--- config.mk ---
export PLATFORM = sky130hd
export DESIGN_NAME = mem_port_arbiter_flat
export DESIGN_NICKNAME = d
export VERILOG_FILES = /design/src/rtl/mem_port_arbiter_if.sv /design/src/rtl/mem_port_arbiter.sv /design/src/flat_wrapper.sv
export SDC_FILE = /design/constraint.sdc
export NUM_CORES = 1
export LEC_CHECK = 0
export ABC_AREA = 1
export CORE_AREA = 2 2 110 112
export DETAILED_ROUTE_END_ITERATION = 10
export DIE_AREA = 0 0 112 114
export GPL_TIMING_DRIVEN = 0
export REMOVE_ABC_BUFFERS = 1
export SYNTH_ARGS = -nofsm -noshare
export SYNTH_HDL_FRONTEND = slang
export SYNTH_SLANG_ARGS = --single-unit
--- constraint.sdc ---
create_clock -name clk_i -period 5.5 [get_ports clk_i]
set_input_delay 0.55 -clock clk_i [delete_from_list [all_inputs] [get_ports clk_i]]
set_output_delay 0.55 -clock clk_i [all_outputs]
set_load 0.1 [all_outputs]
--- src/rtl/mem_port_arbiter_if.sv ---
// Purpose: bundles the requester-side and memory-side signals of the shared memory port arbiter.
// Latency: none. This file only declares wires.
// Backpressure: gnt_o to the requesters and mem_gnt_i from the memory carry the handshake.
//
// Ports / modports:
//   slave  : arbiter view. It samples requester and memory inputs and drives grants, responses and memory outputs.
//   master : environment view. The requesters plus the memory drive the _i side and observe the _o side.
//   addr_i, wdata_i and be_i are flattened. Requester r uses [32*r +: 32] or [4*r +: 4].
interface mem_port_arbiter_if #(
    parameter int NUM_REQ = 2
);
    // requester side
    logic [NUM_REQ-1:0]    req_i;
    logic [32*NUM_REQ-1:0] addr_i;
    logic [NUM_REQ-1:0]    we_i;
    logic [4*NUM_REQ-1:0]  be_i;
    logic [32*NUM_REQ-1:0] wdata_i;
    logic [NUM_REQ-1:0]    gnt_o;
    logic [NUM_REQ-1:0]    rvalid_o;
    logic [31:0]           rdata_o;
    logic                  err_o;
    // memory side
    logic                  mem_req_o;
    logic [31:0]           mem_addr_o;
    logic                  mem_we_o;
    logic [3:0]            mem_be_o;
    logic [31:0]           mem_wdata_o;
    logic                  mem_gnt_i;
    logic                  mem_rvalid_i;
    logic [31:0]           mem_rdata_i;
    logic                  mem_err_i;
    // status
    logic                  unexp_rsp_o;

    modport slave (
        input  req_i, addr_i, we_i, be_i, wdata_i,
        output gnt_o, rvalid_o, rdata_o, err_o,
        output mem_req_o, mem_addr_o, mem_we_o, mem_be_o, mem_wdata_o,
        input  mem_gnt_i, mem_rvalid_i, mem_rdata_i, mem_err_i,
        output unexp_rsp_o
    );

    modport master (
        output req_i, addr_i, we_i, be_i, wdata_i,
        input  gnt_o, rvalid_o, rdata_o, err_o,
        input  mem_req_o, mem_addr_o, mem_we_o, mem_be_o, mem_wdata_o,
        output mem_gnt_i, mem_rvalid_i, mem_rdata_i, mem_err_i,
        input  unexp_rsp_o
    );
endinterface

--- src/rtl/mem_port_arbiter.sv ---
// Purpose: round-robin sharing of one 32-bit memory port among NUM_REQ requesters, with in-order response routing.
// Latency: 0 cycles each way. A grant follows mem_gnt_i combinationally, and a response follows mem_rvalid_i combinationally.
// Backpressure: mem_req_o is held low once MAX_OUTST requests are outstanding, unless a response frees a slot in the same cycle.
//
// Ports:
//   clk_i, rst_i : clock and synchronous active-high reset.
//   bus (slave)  : requester req/addr/we/be/wdata -> gnt/rvalid/rdata/err.
//                  memory req/addr/we/be/wdata <- gnt/rvalid/rdata/err.
//                  unexp_rsp_o is sticky. It is set when a response arrives with nothing outstanding.

// Small generic FIFO. The caller must not push when the FIFO is full unless it also pops in that cycle.
// The caller must never pop when the FIFO is empty.
// rd_dat is the current head. It is combinational from the storage, so a same-cycle push into the
// slot being popped (full + pop + push) still returns the old head.
module id_fifo #(
    parameter int DEPTH = 4,
    parameter int W     = 1
) (
    input  logic                   clk,
    input  logic                   rst,
    input  logic                   wr_vld,
    input  logic [W-1:0]           wr_dat,
    input  logic                   rd_rdy,
    output logic [W-1:0]           rd_dat,
    output logic [$clog2(DEPTH):0] cnt
);
    localparam int PW = $clog2(DEPTH);

    logic [W-1:0]  store [DEPTH];
    logic [PW-1:0] wr_ptr;
    logic [PW-1:0] rd_ptr;

    // DEPTH is a power of 2, so the pointers wrap naturally.
    always_ff @(posedge clk) begin
        if (rst) begin
            wr_ptr <= '0;
            rd_ptr <= '0;
            cnt    <= '0;
        end else begin
            if (wr_vld) wr_ptr <= wr_ptr + 1'b1;
            if (rd_rdy) rd_ptr <= rd_ptr + 1'b1;
            case ({wr_vld, rd_rdy})
                2'b10:   cnt <= cnt + 1'b1;
                2'b01:   cnt <= cnt - 1'b1;
                default: cnt <= cnt;
            endcase
        end
    end

    always_ff @(posedge clk) begin
        if (wr_vld) store[wr_ptr] <= wr_dat;
    end

    assign rd_dat = store[rd_ptr];
endmodule

module mem_port_arbiter #(
    parameter int NUM_REQ   = 2,
    parameter int MAX_OUTST = 4
) (
    input  logic              clk_i,
    input  logic              rst_i,
    mem_port_arbiter_if.slave bus
);
    localparam int ID_W  = (NUM_REQ > 1) ? $clog2(NUM_REQ) : 1;
    localparam int CNT_W = $clog2(MAX_OUTST) + 1;

    logic [ID_W-1:0]  rr_ptr;
    logic [ID_W-1:0]  win_id;
    logic             win_vld;
    logic [ID_W-1:0]  head_id;
    logic [CNT_W-1:0] cnt;
    logic             can_issue;
    logic             accept;
    logic             pop;
    logic             unexp_q;

    // Round-robin scan from rr_ptr. Iterating from the farthest offset down lets the closest requester overwrite the others.
    always_comb begin
        int idx;
        idx     = 0;
        win_vld = 1'b0;
        win_id  = '0;
        for (int i = NUM_REQ - 1; i >= 0; i--) begin
            idx = int'(rr_ptr) + i;
            if (idx >= NUM_REQ) idx = idx - NUM_REQ;
            if (bus.req_i[idx]) begin
                win_vld = 1'b1;
                win_id  = ID_W'(idx);
            end
        end
    end

    // A response arriving this cycle frees a slot, so a full FIFO can still issue.
    assign can_issue = (cnt < CNT_W'(MAX_OUTST)) | bus.mem_rvalid_i;
    assign accept    = bus.mem_req_o & bus.mem_gnt_i;
    assign pop       = ~rst_i & bus.mem_rvalid_i & (cnt != '0);

    assign bus.mem_req_o   = ~rst_i & win_vld & can_issue;
    assign bus.mem_addr_o  = bus.addr_i[32*win_id +: 32];
    assign bus.mem_we_o    = bus.we_i[win_id];
    assign bus.mem_be_o    = bus.be_i[4*win_id +: 4];
    assign bus.mem_wdata_o = bus.wdata_i[32*win_id +: 32];

    always_comb begin
        bus.gnt_o    = '0;
        bus.rvalid_o = '0;
        if (accept) bus.gnt_o[win_id]     = 1'b1;
        if (pop)    bus.rvalid_o[head_id] = 1'b1;
    end

    assign bus.rdata_o     = bus.mem_rdata_i;
    assign bus.err_o       = bus.mem_err_i;
    assign bus.unexp_rsp_o = unexp_q;

    // Holds the IDs of outstanding requests, in the order the memory will answer them.
    id_fifo #(
        .DEPTH (MAX_OUTST),
        .W     (ID_W)
    ) u_id_fifo (
        .clk    (clk_i),
        .rst    (rst_i),
        .wr_vld (accept),
        .wr_dat (win_id),
        .rd_rdy (pop),
        .rd_dat (head_id),
        .cnt    (cnt)
    );

    always_ff @(posedge clk_i) begin
        if (rst_i) begin
            rr_ptr  <= '0;
            unexp_q <= 1'b0;
        end else begin
            if (accept) begin
                if (int'(win_id) == NUM_REQ - 1) rr_ptr <= '0;
                else                             rr_ptr <= win_id + 1'b1;
            end
            if (bus.mem_rvalid_i && cnt == '0) unexp_q <= 1'b1;
        end
    end
endmodule
--- src/flat_wrapper.sv ---
// flat-port wrapper written by rule: the top's interface ports become plain ports
module mem_port_arbiter_flat 
#(
    parameter int NUM_REQ   = 2,
    parameter int MAX_OUTST = 4
)
  (clk_i, rst_i, bus_req_i, bus_addr_i, bus_we_i, bus_be_i, bus_wdata_i, bus_gnt_o, bus_rvalid_o, bus_rdata_o, bus_err_o, bus_mem_req_o, bus_mem_addr_o, bus_mem_we_o, bus_mem_be_o, bus_mem_wdata_o, bus_mem_gnt_i, bus_mem_rvalid_i, bus_mem_rdata_i, bus_mem_err_i, bus_unexp_rsp_o);
  mem_port_arbiter_if #(.NUM_REQ(NUM_REQ)) bus_i ();
  input  logic clk_i;
  input  logic rst_i;
  input wire logic [$bits(bus_i.req_i)-1:0] bus_req_i;
  input wire logic [$bits(bus_i.addr_i)-1:0] bus_addr_i;
  input wire logic [$bits(bus_i.we_i)-1:0] bus_we_i;
  input wire logic [$bits(bus_i.be_i)-1:0] bus_be_i;
  input wire logic [$bits(bus_i.wdata_i)-1:0] bus_wdata_i;
  output wire logic [$bits(bus_i.gnt_o)-1:0] bus_gnt_o;
  output wire logic [$bits(bus_i.rvalid_o)-1:0] bus_rvalid_o;
  output wire logic [$bits(bus_i.rdata_o)-1:0] bus_rdata_o;
  output wire logic [$bits(bus_i.err_o)-1:0] bus_err_o;
  output wire logic [$bits(bus_i.mem_req_o)-1:0] bus_mem_req_o;
  output wire logic [$bits(bus_i.mem_addr_o)-1:0] bus_mem_addr_o;
  output wire logic [$bits(bus_i.mem_we_o)-1:0] bus_mem_we_o;
  output wire logic [$bits(bus_i.mem_be_o)-1:0] bus_mem_be_o;
  output wire logic [$bits(bus_i.mem_wdata_o)-1:0] bus_mem_wdata_o;
  input wire logic [$bits(bus_i.mem_gnt_i)-1:0] bus_mem_gnt_i;
  input wire logic [$bits(bus_i.mem_rvalid_i)-1:0] bus_mem_rvalid_i;
  input wire logic [$bits(bus_i.mem_rdata_i)-1:0] bus_mem_rdata_i;
  input wire logic [$bits(bus_i.mem_err_i)-1:0] bus_mem_err_i;
  output wire logic [$bits(bus_i.unexp_rsp_o)-1:0] bus_unexp_rsp_o;
  assign bus_i.req_i = bus_req_i;
  assign bus_i.addr_i = bus_addr_i;
  assign bus_i.we_i = bus_we_i;
  assign bus_i.be_i = bus_be_i;
  assign bus_i.wdata_i = bus_wdata_i;
  assign bus_gnt_o = bus_i.gnt_o;
  assign bus_rvalid_o = bus_i.rvalid_o;
  assign bus_rdata_o = bus_i.rdata_o;
  assign bus_err_o = bus_i.err_o;
  assign bus_mem_req_o = bus_i.mem_req_o;
  assign bus_mem_addr_o = bus_i.mem_addr_o;
  assign bus_mem_we_o = bus_i.mem_we_o;
  assign bus_mem_be_o = bus_i.mem_be_o;
  assign bus_mem_wdata_o = bus_i.mem_wdata_o;
  assign bus_i.mem_gnt_i = bus_mem_gnt_i;
  assign bus_i.mem_rvalid_i = bus_mem_rvalid_i;
  assign bus_i.mem_rdata_i = bus_mem_rdata_i;
  assign bus_i.mem_err_i = bus_mem_err_i;
  assign bus_unexp_rsp_o = bus_i.unexp_rsp_o;
  mem_port_arbiter #(.NUM_REQ(NUM_REQ), .MAX_OUTST(MAX_OUTST)) u_core (.clk_i(clk_i), .rst_i(rst_i), .bus(bus_i));
endmodule
Yosys cells after proc, flatten, opt, wreduce, memory -nomap -nowiden. Memory sizes are Yosys's and may differ from the RTL's. A register that Yosys moved wholly into a read port is not among the register bits. Cells that the tools add are included.

Bits in registers: 9. RAM bits: 4. Bits of input ports: 177. Output and inout bits: 108. Logic and storage cells: 67. Memories kept: 1.

Memories: u_core.u_id_fifo.store (words 4, bits a word 1, read ports 1, clocked after Yosys merged registers in 1, write ports 1, line mem_port_arbiter.sv:29) `logic [W-1:0] store [DEPTH];`.

$add $sub $neg: 8. Order comparisons: 9. Eq/ne operators: 2. Shift operators: 3. Muxes and demuxes: 26. Bitwise gates (word level): 7. Reduce and logical (&&, ||, !) cells: 6.

Operators by type and width (number): 64-bit by 7-bit variable part select with 32-bit output (2); 32-bit by 3-bit < comparator with 1-bit output (second input constant) (2); 32-bit two-way mux (2); 32-bit by 3-bit >= comparator with 1-bit output (second input constant) (1); 32-bit by 3-bit subtractor with 32-bit output (second input constant) (1); 1-bit two-way mux (17); 2-bit two-way mux (4); 8-bit by 4-bit variable part select with 4-bit output (1); 3-bit one-hot mux with 2 select lines (1); 1-bit AND (5); 2-bit by 1-bit adder with 2-bit output (second input constant) (2); 1-bit by 2-bit < comparator with 1-bit output (second input constant) (2); 3-bit by 1-bit adder with 3-bit output (second input constant) (1); 1-bit logical AND (3); 3-bit zero test (1); 3-bit < comparator (second input constant) (1); 3-bit nonzero test (1); 1-bit by 2-bit subtractor with 3-bit output (second input constant) (1); 3-bit by 1-bit subtractor with 3-bit output (second input constant) (1); 1-bit by 1-bit adder with 2-bit output (second input constant) (1); 1-bit demux with 1-bit select (2); 2-bit by 1-bit == test with 1-bit output (second input constant) (1); 2-bit == test (second input constant) (1); 1-bit >= comparator (second input constant) (2); other kinds (5) (5).

Logic depth before layout (Yosys ltp). Gate-level depths: netlist of run 1.

Depth in word-level cells: 13. Gate-level depth with buffers: 12. Gate-level depth less buffers: 12.

By module. Synthesis of run 1 repeated with hierarchy kept, for this count alone.

Cells, all modules: 350. Area, all modules: 1845.5 µm².

By module, submodules not included: mem_port_arbiter (times used 1, cells an instance 284, area an instance 1257.5 µm², seq. area each 40.0 µm²); id_fifo (times used 1, cells an instance 66, area an instance 588.1 µm², seq. area each 300.3 µm²).

Least setup slack after synthesis of run 1. No wires, ideal clock.

Path kind: input to output. Start point: in bus_mem_rvalid_i. End point: out bus_rvalid_o[1]. Arrival: 2.301 ns. Data required time: 4.950 ns. Slack: 2.649 ns. Stages: 4. Buffers on the path: 0. Cell sequence: inv_1 nor2_1 nand2_1 a21oi_1.

Longest elaborated chain between the ends: 3.

RTL lines: from (decl) (line flat_wrapper.sv:26) `input wire logic [$bits(bus_i.mem_rvalid_i)-1:0] bus_mem_rvalid_i;`; 1-bit AND (2 in a row) (line mem_port_arbiter.sv:97) `assign pop = ~rst_i & bus.mem_rvalid_i & (cnt != '0);`; 2-bit two-way mux (line mem_port_arbiter.sv:109) `if (pop) bus.rvalid_o[head_id] = 1'b1;`; to (decl) (line flat_wrapper.sv:17) `output wire logic [$bits(bus_i.rvalid_o)-1:0] bus_rvalid_o;`.

Every way passes these cells.

Worst setup path after layout of run 1.
Start point: in bus_req_i[0]. End point: out bus_gnt_o[0].

Longest elaborated chain between the ends: 10. Elaborated cells between the ends (all ways): 19. Those cells by class: 2 x order compare; 13 x mux; 3 x bitwise; 1 x reduce/logical.

RTL lines: from (decl) (line flat_wrapper.sv:11) `input wire logic [$bits(bus_i.req_i)-1:0] bus_req_i;`; 1-bit two-way mux (implied by the code) (3 in a row) (line mem_port_arbiter.sv:87) `if (bus.req_i[idx]) begin`; 1-bit two-way mux (2 in a row) (line mem_port_arbiter.sv:87); 1-bit by 2-bit < comparator with 1-bit output (implied by the code) or 1-bit >= comparator (tied branches) (line mem_port_arbiter.sv:108) `if (accept) bus.gnt_o[win_id] = 1'b1;`; 1-bit logical AND (implied by the code) (line mem_port_arbiter.sv:108); 1-bit two-way mux (implied by the code) (line mem_port_arbiter.sv:108); 1-bit demux with 1-bit select; 2-bit two-way mux * (line mem_port_arbiter.sv:108); to (decl) (line flat_wrapper.sv:16) `output wire logic [$bits(bus_i.gnt_o)-1:0] bus_gnt_o;`.

Mark *: on every way between the ends. The rest lies on a longest branch, timed or not. The select of a mux whose other input is x is not followed.

==> flow_summary.json, run 1 <==
{
  "status": "complete, no violations",
  "synth-async-reset-ratio_pct": 0,
  "finalNetCount": 713,
  "cts_setup_buffers": 0,
  "synthTopCellsByCount": "nand2_1, buf_4, inv_1",
  "wl_per_cell_um": 13.2,
  "hold_class": "flop to flop",
  "yosysTopAreaCellShare_pct": 45.0,
  "antenna_found_initial": 0,
  "grt_pass1_vias": 2476,
  "port-buffer-count": 218,
  "synth-seq-area-share_pct": 18.2,
  "clk_pin_slew_worst_paths_ns": 0.05,
  "required_ns": 4.95,
  "vias": 2640,
  "clk_latency_ns": 0.24,
  "period_needed_ns": 4.50,
  "finalClockSkew_ns": 0.00277,
  "drive_above_1_share_pct": 1.70,
  "grt_pass1_wl_mm": 12.7,
  "worst_setup_path_end_kind": "output port",
  "synth_cell_types": 20,
  "syn_avg_cell_area_um2": 5.28,
  "p_leak_nw": 1.87,
  "root_buffer": "clkbuf_16",
  "drc_errors": 0,
  "synth-edff-count": 4,
  "setup_viol": 0,
  "gp_congestion": 0.755,
  "startpoint_type": "input pin",
  "drt_iter0_drc": 79,
  "cts_resized": 0,
  "cp.arrival_ns": 3.95,
  "critPathKind": "input pin to output port",
  "synth_flop_cell": "dfxtp_1",
  "start_util_pct": 16.0,
  "crit_fanout": 74,
  "worst_slew_pin_slew_ns": 1.22,
  "die_x_um": 112,
  "syn_to_final_growth_pct": 115,
  "antenna_cells": 0,
  "yosysTopAreaCell": "nand2_1",
  "peakVddDrop_v": 0.000111,
  "p_per_area_nw_per_um2": 238,
  "timing.slew.headroom_pct": 19.0,
  "boundaryPins": 285,
  "synth.most_common_cell": "nand2_1",
  "grt_max_degree": 75,
  "synth_warnings": 0,
  "cts.path.max_buffers": 2,
  "synth-seq-cells": 15,
  "syn_area_um2": 1870,
  "max_freq_ghz": 0.222,
  "tns_ns": 0,
  "hold_viol_final": 0,
  "drt_wl_total_mm": 8.91,
  "fin_crit_sh_pct": 81.8,
  "dieArea_um2": 12800,
  "cts_max_level": 1,
  "fin_ws_ns": 1.00,
  "die_y_um": 114,
  "dr.pass1.iters": 4,
  "fp-row-count": 40,
  "synthTopCellsByArea": "nand2_1, buf_4, dfxtp_1, edfxtp_1, inv_1",
  "rsz0062_at_grt": "no",
  "whs_ns": 0.471,
  "track_usage_pct": 12.3,
  "cts_buffers": 3,
  "ant_nets": 0,
  "dp_slack_ns": 0.912,
  "cts_tree": "built",
  "drv_cap": 0,
  "overflow": 0,
  "viasPerCell": 3.91,
  "hpwl_mm": 7.36,
  "synthCells": 354,
  "cts_hold_buf": 0,
  "drv_slew": 0,
  "core_um2": 11700,
  "clock-sinks": 15
}
-- placed cells by master (no fill, tap or decap), drive strengths merged --
| cell type | n |
|---|---|
| nand2 | 224 |
| clkdlybuf4s50 | 218 |
| inv | 24 |
| nor2 | 16 |
| dfxtp | 11 |
| o21ai | 6 |
| a21oi | 5 |
| ha | 5 |
| nand3 | 4 |
| edfxtp | 4 |
| clkbuf | 4 |
| nand4 | 2 |
| o211ai | 1 |
| and2 | 1 |
| o21a | 1 |
| or2 | 1 |
| fa | 1 |
| buf | 1 |
-- power by group --
| group | total (mW) | switching [mW] | leakage (nW) | internal (mW) |
|---|---|---|---|---|
| clock network | 0.141 | 0.0432 | 0.0382 | 0.0981 |
| logic | 0.684 | 0.480 | 1.71 | 0.204 |
| registers | 0.127 | 0.00482 | 0.127 | 0.122 |
-- path summary, 6_finish.rpt --
path	depth (start not counted)	end	slack, ns	from
max	6	bus_gnt_o[0]	1.00	bus_req_i[0]
min	1	u_core.bus.unexp_rsp_o$_SDFFE_PP0P_	0.47	u_core.bus.unexp_rsp_o$_SDFFE_PP0P_
max reg2reg	2	u_core.u_id_fifo.store[1]$_DFFE_PP_	3.26	u_core.rr_ptr$_SDFFE_PP0P_
min reg2reg	1	u_core.bus.unexp_rsp_o$_SDFFE_PP0P_	0.47	u_core.bus.unexp_rsp_o$_SDFFE_PP0P_
-- worst max-delay path, cell delays in order --
cell	delay, ns
clkdlybuf4s50_1	0.49
inv_2	0.05
o21ai_4	0.67
inv_2	0.70
nor2_1	0.25
clkdlybuf4s50_1	1.15
-- through the flow --
step | cell area [um2] | instances | power [mW] | utilization, %
after floorplan | 1540 | 306 | 0.590 | -
after global placement | 3910 | 671 | 0.811 | 33.4
after detailed placement | 3930 | 672 | 0.816 | 33.5
after CTS | 4010 | 676 | 0.960 | 34.2
after global routing | 4010 | 676 | 0.990 | 34.2
final | 4010 | 676 | 0.952 | 34.2
-- final cells by class --
type | count | area (um2)
Sequential cell | 15 | 340
Multi-Input combinational cell | 267 | 1110
Fill cell | 1278 | 7700
Clock buffer | 4 | 78.8
Inverter | 24 | 90.1
Timing Repair Buffer | 219 | 2200
Tap cell | 147 | 184
-- cells by family (layout without fill, tap and decap cells) --
logic type      count (synthesis)  count (layout)  share of synthesized area [%]
compound gates                 13              13                           4.35
fa+ha+maj                       6               6                           4.42
buf+inv                        72             247                           22.2
flops                          15              15                           18.2
simple gates                  248             248                           50.8
-- per-layer routing --
metal  global-route usage (%)  vias to the layer above  share of wire [%]
met5                        0                        -                  0
met4                     1.71                        0               0.28
met3                     7.39                        2                 14
met2                     20.7                      163                 48
met1                     13.9                     1104                 38
li1                         -                     1371                  -
Note: power is estimated with default switching activity, not from simulation.
==> run 2, diff against run 1 <==
clock period = 3.75 ns   (was 5.5 ns; I/O delays follow)
==> run 2 against run 1 <==
  * Utilization is 1.2 points higher
  * Clock power is 47% higher
  * Power is 46% higher
  * Clock skew about the same
==> flow_summary.json, run 2 (synthesis results as in run 1) <==
{
  "status": "complete, no violations",
  "cts_hold_buf": 0,
  "path_cells": "clkdlybuf4s50_1 > o21ai_4 > inv_4 > nand2_1 > nand2_1 > clkdlybuf4s50_1",
  "grt_max_degree": 75,
  "overflow": 0,
  "dr.pass1.iters": 4,
  "critPathKind": "input pin to output port",
  "place_area_um2": 3930,
  "cts_buffers": 3,
  "worst_slew_pin_slew_ns": 1.02,
  "fin_ws_ns": 0.145,
  "finalNetCount": 714,
  "root_buffer": "clkbuf_16",
  "dp_slack_ns": -0.488,
  "cts_tree": "built",
  "worst_setup_path_end_kind": "output port",
  "cts_max_level": 1,
  "drive_above_1_share_pct": 1.89,
  "syn_to_final_growth_pct": 122,
  "cts_setup_buffers": 0,
  "boundaryPins": 285,
  "tns_ns": 0,
  "drt_iter0_drc": 79,
  "whs_ns": 0.471,
  "grt_pass1_vias": 2513,
  "required_ns": 3.38,
  "crit_fanout": 74,
  "start_util_pct": 16.0,
  "hold_class": "flop to flop",
  "slowest_delay_ns": 1.15,
  "viasPerCell": 3.96,
  "die_x_um": 112,
  "gp_congestion": 0.755,
  "mostFrequentLayoutCells": "nand2_1, clkdlybuf4s50_1, dlymetal6s2s_1",
  "p_total_mw": 1.39,
  "hpwl_mm": 7.36,
  "p_leak_nw": 2.41,
  "vias": 2679,
  "drc_errors": 0,
  "drv_slew": 0,
  "hold_viol_final": 0,
  "fin_crit_sh_pct": 96.1,
  "cp.arrival_ns": 3.23,
  "startpoint_type": "input pin",
  "dieArea_um2": 12800,
  "finalClockSkew_ns": 0.00248,
  "die_y_um": 114,
  "wl_per_cell_um": 13.9,
  "setup_viol": 0,
  "clk_pin_slew_worst_paths_ns": 0.05,
  "layout_commonest_cell": "nand2_1",
  "antenna_cells": 0,
  "core_um2": 11700,
  "track_usage_pct": 13.0,
  "clock-sinks": 15,
  "clk_latency_ns": 0.24,
  "timing.slew.headroom_pct": 31.9,
  "drv_cap": 0,
  "period_needed_ns": 3.60,
  "fp-row-count": 40,
  "cts.path.max_buffers": 2,
  "antenna_found_initial": 0,
  "fill_cells": 1269,
  "port-buffer-count": 218,
  "p_per_area_nw_per_um2": 336,
  "drt_wl_total_mm": 9.43,
  "ant_nets": 0,
  "design_area_um2": 4150,
  "grt_pass1_wl_mm": 13.3,
  "peakVddDrop_v": 0.000165,
  "max_freq_ghz": 0.277,
  "cp_slowest_cell": "clkdlybuf4s50_1"
}
run 2: worst paths after layout:
| path | start | to | slack, ns | cells after the start |
|---|---|---|---|---|
| max | bus_req_i[1] | bus_mem_addr_o[10] | 0.15 | 6 |
| min | u_core.bus.unexp_rsp_o$_SDFFE_PP0P_ | u_core.bus.unexp_rsp_o$_SDFFE_PP0P_ | 0.47 | 1 |
| min reg2reg | u_core.bus.unexp_rsp_o$_SDFFE_PP0P_ | u_core.bus.unexp_rsp_o$_SDFFE_PP0P_ | 0.47 | 1 |
| max reg2reg | u_core.u_id_fifo.cnt[2]$_SDFFE_PP0P_ | u_core.u_id_fifo.cnt[2]$_SDFFE_PP0P_ | 1.66 | 10 |
run 2: what timing repair did:
item	CTS	global route
pin swaps	1	0
gates cloned	1	0
setup endpoints to repair	70	52
resized for setup	4	52
run 2: cell type report:
type / instances / area [um2] / area share (%)
Tap cell: 147 / 184 / 4.44
Inverter: 24 / 92.6 / 2.23
Clock buffer: 4 / 78.8 / 1.90
Multi-Input combinational cell: 268 / 1120 / 27.0
Sequential cell: 15 / 340 / 8.21
Timing Repair Buffer: 219 / 2330 / 56.2
run 2: per-layer routing:
| layer | vias up | wire length, um | track usage [%] |
|---|---|---|---|
| met5 | - | 0 | 0 |
| met4 | 0 | 25 | 1.71 |
| met3 | 2 | 1270 | 7.39 |
| met2 | 157 | 4600 | 22.3 |
| met1 | 1146 | 3540 | 14.6 |
| li1 | 1374 | - | - |
run 2: worst max-delay path: cells and delay by family:
| kind | cells | cell delay [ns] |
|---|---|---|
| buffers and inverters | 3 | 2.33 |
| AOI/OAI and AO/OA | 1 | 0.24 |
| and+or+nand+nor | 2 | 0.24 |
run 2: metrics by stage:
step,utilization [%],std cells
final,35.4,677
after detailed placement,33.5,672
after CTS,34.3,677
after global routing,35.4,677
after floorplan,-,306
after global placement,33.4,671
run 2: where the power goes:
| part | internal [mW] | leakage, nW | switching (mW) |
|---|---|---|---|
| combinational | 0.293 | 2.25 | 0.705 |
| sequential | 0.179 | 0.127 | 0.00801 |
| clock | 0.144 | 0.0382 | 0.0632 |
| total | 0.615 | 2.41 | 0.776 |
==> run 3, diff against run 2 <==
CAP_MARGIN = 20   (was unset)
CORE_AREA = 2 2 111 113   (was 2 2 110 112)
DIE_AREA = 0 0 113 115   (was 0 0 112 114)
PLACE_DENSITY = 0.6   (was unset)
clock period = 3.95 ns   (was 3.75 ns; I/O delays follow)
==> run 3 against run 2 <==
  * The flow now finishes with violations (DRC)
  * First-iteration DRC count is 13% higher
  * Non-clock buffer count is 1 higher
  * Combinational power is 4.0% lower
  * Clock-buffer cell count is 1 lower
  * Clock power is 3% lower
  * Largest power group unchanged
  * Utilization is 1.2 points lower
  * Critical path depth is 1 higher
  * Critical endpoint is now bus_mem_addr_o[12]
  * Sequential share of layout area is 0.22 points higher
  * Cell count is 0.15% higher
==> flow_summary.json, run 3 (synthesis results as in run 1) <==
{
  "cts.path.max_buffers": 2,
  "mostFrequentLayoutCells": "nand2_1, clkdlybuf4s50_1, inv_1",
  "cts_tree": "built",
  "die_y_um": 115,
  "status": "finished with violations",
  "fill_cells": 1269,
  "regArea_um2": 340,
  "wl_per_cell_um": 13.5,
  "whs_ns": 0.490,
  "fin_ws_ns": 0.245,
  "slowest_delay_ns": 1.14,
  "place_area_um2": 3950,
  "drt_wl_total_mm": 9.14,
  "dr.pass1.iters": 9,
  "cts_max_level": 1,
  "boundaryPins": 285,
  "tns_ns": 0,
  "drt_iter0_drc": 89,
  "syn_to_final_growth_pct": 116,
  "startpoint_type": "input pin",
  "cp_slowest_cell": "clkdlybuf4s50_1",
  "multiInputGateArea_um2": 1120,
  "cp_num_buf_inv": 4,
  "finalClockSkew_ns": 0.00846,
  "dp_slack_ns": 0.0165,
  "port-buffer-count": 218,
  "setup_viol": 0,
  "drv_slew": 0,
  "violations": "DRC",
  "crit_fanout": 52,
  "hpwl_mm": 7.24,
  "die_x_um": 113,
  "viasPerCell": 3.97,
  "period_needed_ns": 3.71,
  "rsz0062_at_grt": "no",
  "worst_setup_path_end_kind": "output port",
  "gp_congestion": 0.749,
  "p_leak_nw": 1.89,
  "root_buffer": "clkbuf_16",
  "worst_slew_pin_slew_ns": 1.02,
  "critPathKind": "input pin to output port",
  "peakVddDrop_v": 0.000128,
  "vias": 2689,
  "grt_pass1_vias": 2541,
  "cp.arrival_ns": 3.31,
  "overflow": 0,
  "start_util_pct": 15.8,
  "cpLargestDelayFamily": "buffers and inverters",
  "dieArea_um2": 13000,
  "track_usage_pct": 12.3,
  "fin_crit_sh_pct": 93.8,
  "clock-sinks": 15,
  "layout_commonest_cell": "nand2_1",
  "required_ns": 3.56,
  "clk_latency_ns": 0.25,
  "clk_pin_slew_worst_paths_ns": 0.06,
  "drive_above_1_share_pct": 2.26,
  "hold_class": "flop to flop",
  "design_area_um2": 4040,
  "timing.slew.headroom_pct": 32.0,
  "grt_pass1_wl_mm": 12.7,
  "hold_viol_final": 0,
  "drc_errors": 10,
  "ant_nets": 0,
  "path_cells": "clkdlybuf4s50_1 > o21ai_4 > inv_2 > buf_12 > nand2_1 > nand2_1 > clkdlybuf4s50_1",
  "drv_cap": 0,
  "core_um2": 11800,
  "finalNetCount": 715,
  "fp-row-count": 40,
  "max_freq_ghz": 0.270,
  "postLayoutCoreUtil_pct": 34.2,
  "p_per_area_nw_per_um2": 331,
  "grt_max_degree": 53,
  "antenna_cells": 0,
  "cts_buffers": 3,
  "antenna_found_initial": 0
}
[run 3: changes by cell type in the layout (fill, tap and decap cells not counted), sizes merged]
cell / delta
buf: +1
clkinv: +1
dlygate4sd2: -3
clkbuf: -1
dlymetal6s2s: -52
clkdlybuf4s50: +55
[run 3: repair_timing]
action                                  CTS  global route
endpoints found under the hold margin     0             0
gates resized for setup                   0             0
endpoints found under the setup margin    1             0
hold buffers                              0             0
buffers inserted                          0             0
[run 3: area by class of cell]
cell class	count	share of cell area, %
clock inverters	1	0.124
flip-flops and latches	15	8.43
multi-input cells	268	27.8
repair buffers	220	55.0
inverters	24	2.23
well taps	147	4.56
clock buffers	3	1.86
[run 3: worst paths after layout]
| path | slack, ns | end | cells after the start | from |
|---|---|---|---|---|
| setup reg to reg | 1.83 | u_core.u_id_fifo.cnt[2]$_SDFFE_PP0P_ | 10 | u_core.u_id_fifo.cnt[2]$_SDFFE_PP0P_ |
| hold / removal | 0.49 | u_core.bus.unexp_rsp_o$_SDFFE_PP0P_ | 1 | u_core.bus.unexp_rsp_o$_SDFFE_PP0P_ |
| setup / recovery | 0.24 | bus_mem_addr_o[12] | 7 | bus_req_i[1] |
| hold reg to reg | 0.49 | u_core.bus.unexp_rsp_o$_SDFFE_PP0P_ | 1 | u_core.bus.unexp_rsp_o$_SDFFE_PP0P_ |
[run 3: power breakdown]
part           leakage (nW)  switching (mW)  internal (mW)  total, mW
combinational          1.72           0.672          0.286      0.957
sequential            0.127         0.00751          0.170      0.177
clock                0.0409          0.0660          0.135      0.201
total                  1.89           0.745          0.590       1.34
[run 3: routing by layer]
layer / GRT usage, % / vias to the layer above / share of wire [%]
met4: 2.28 / 0 / 0.50
met5: 1.48 / - / 0
met2: 20.8 / 173 / 48
met3: 6.96 / 4 / 14
li1: - / 1376 / -
met1: 13.7 / 1136 / 38
[run 3: per-stage QoR]
| stage | cells | power [mW] |
|---|---|---|
| after global routing | 678 | 1.39 |
| final | 678 | 1.34 |
| after floorplan | 306 | 0.821 |
| after CTS | 678 | 1.34 |
| after global placement | 671 | 1.13 |
| after detailed placement | 673 | 1.14 |
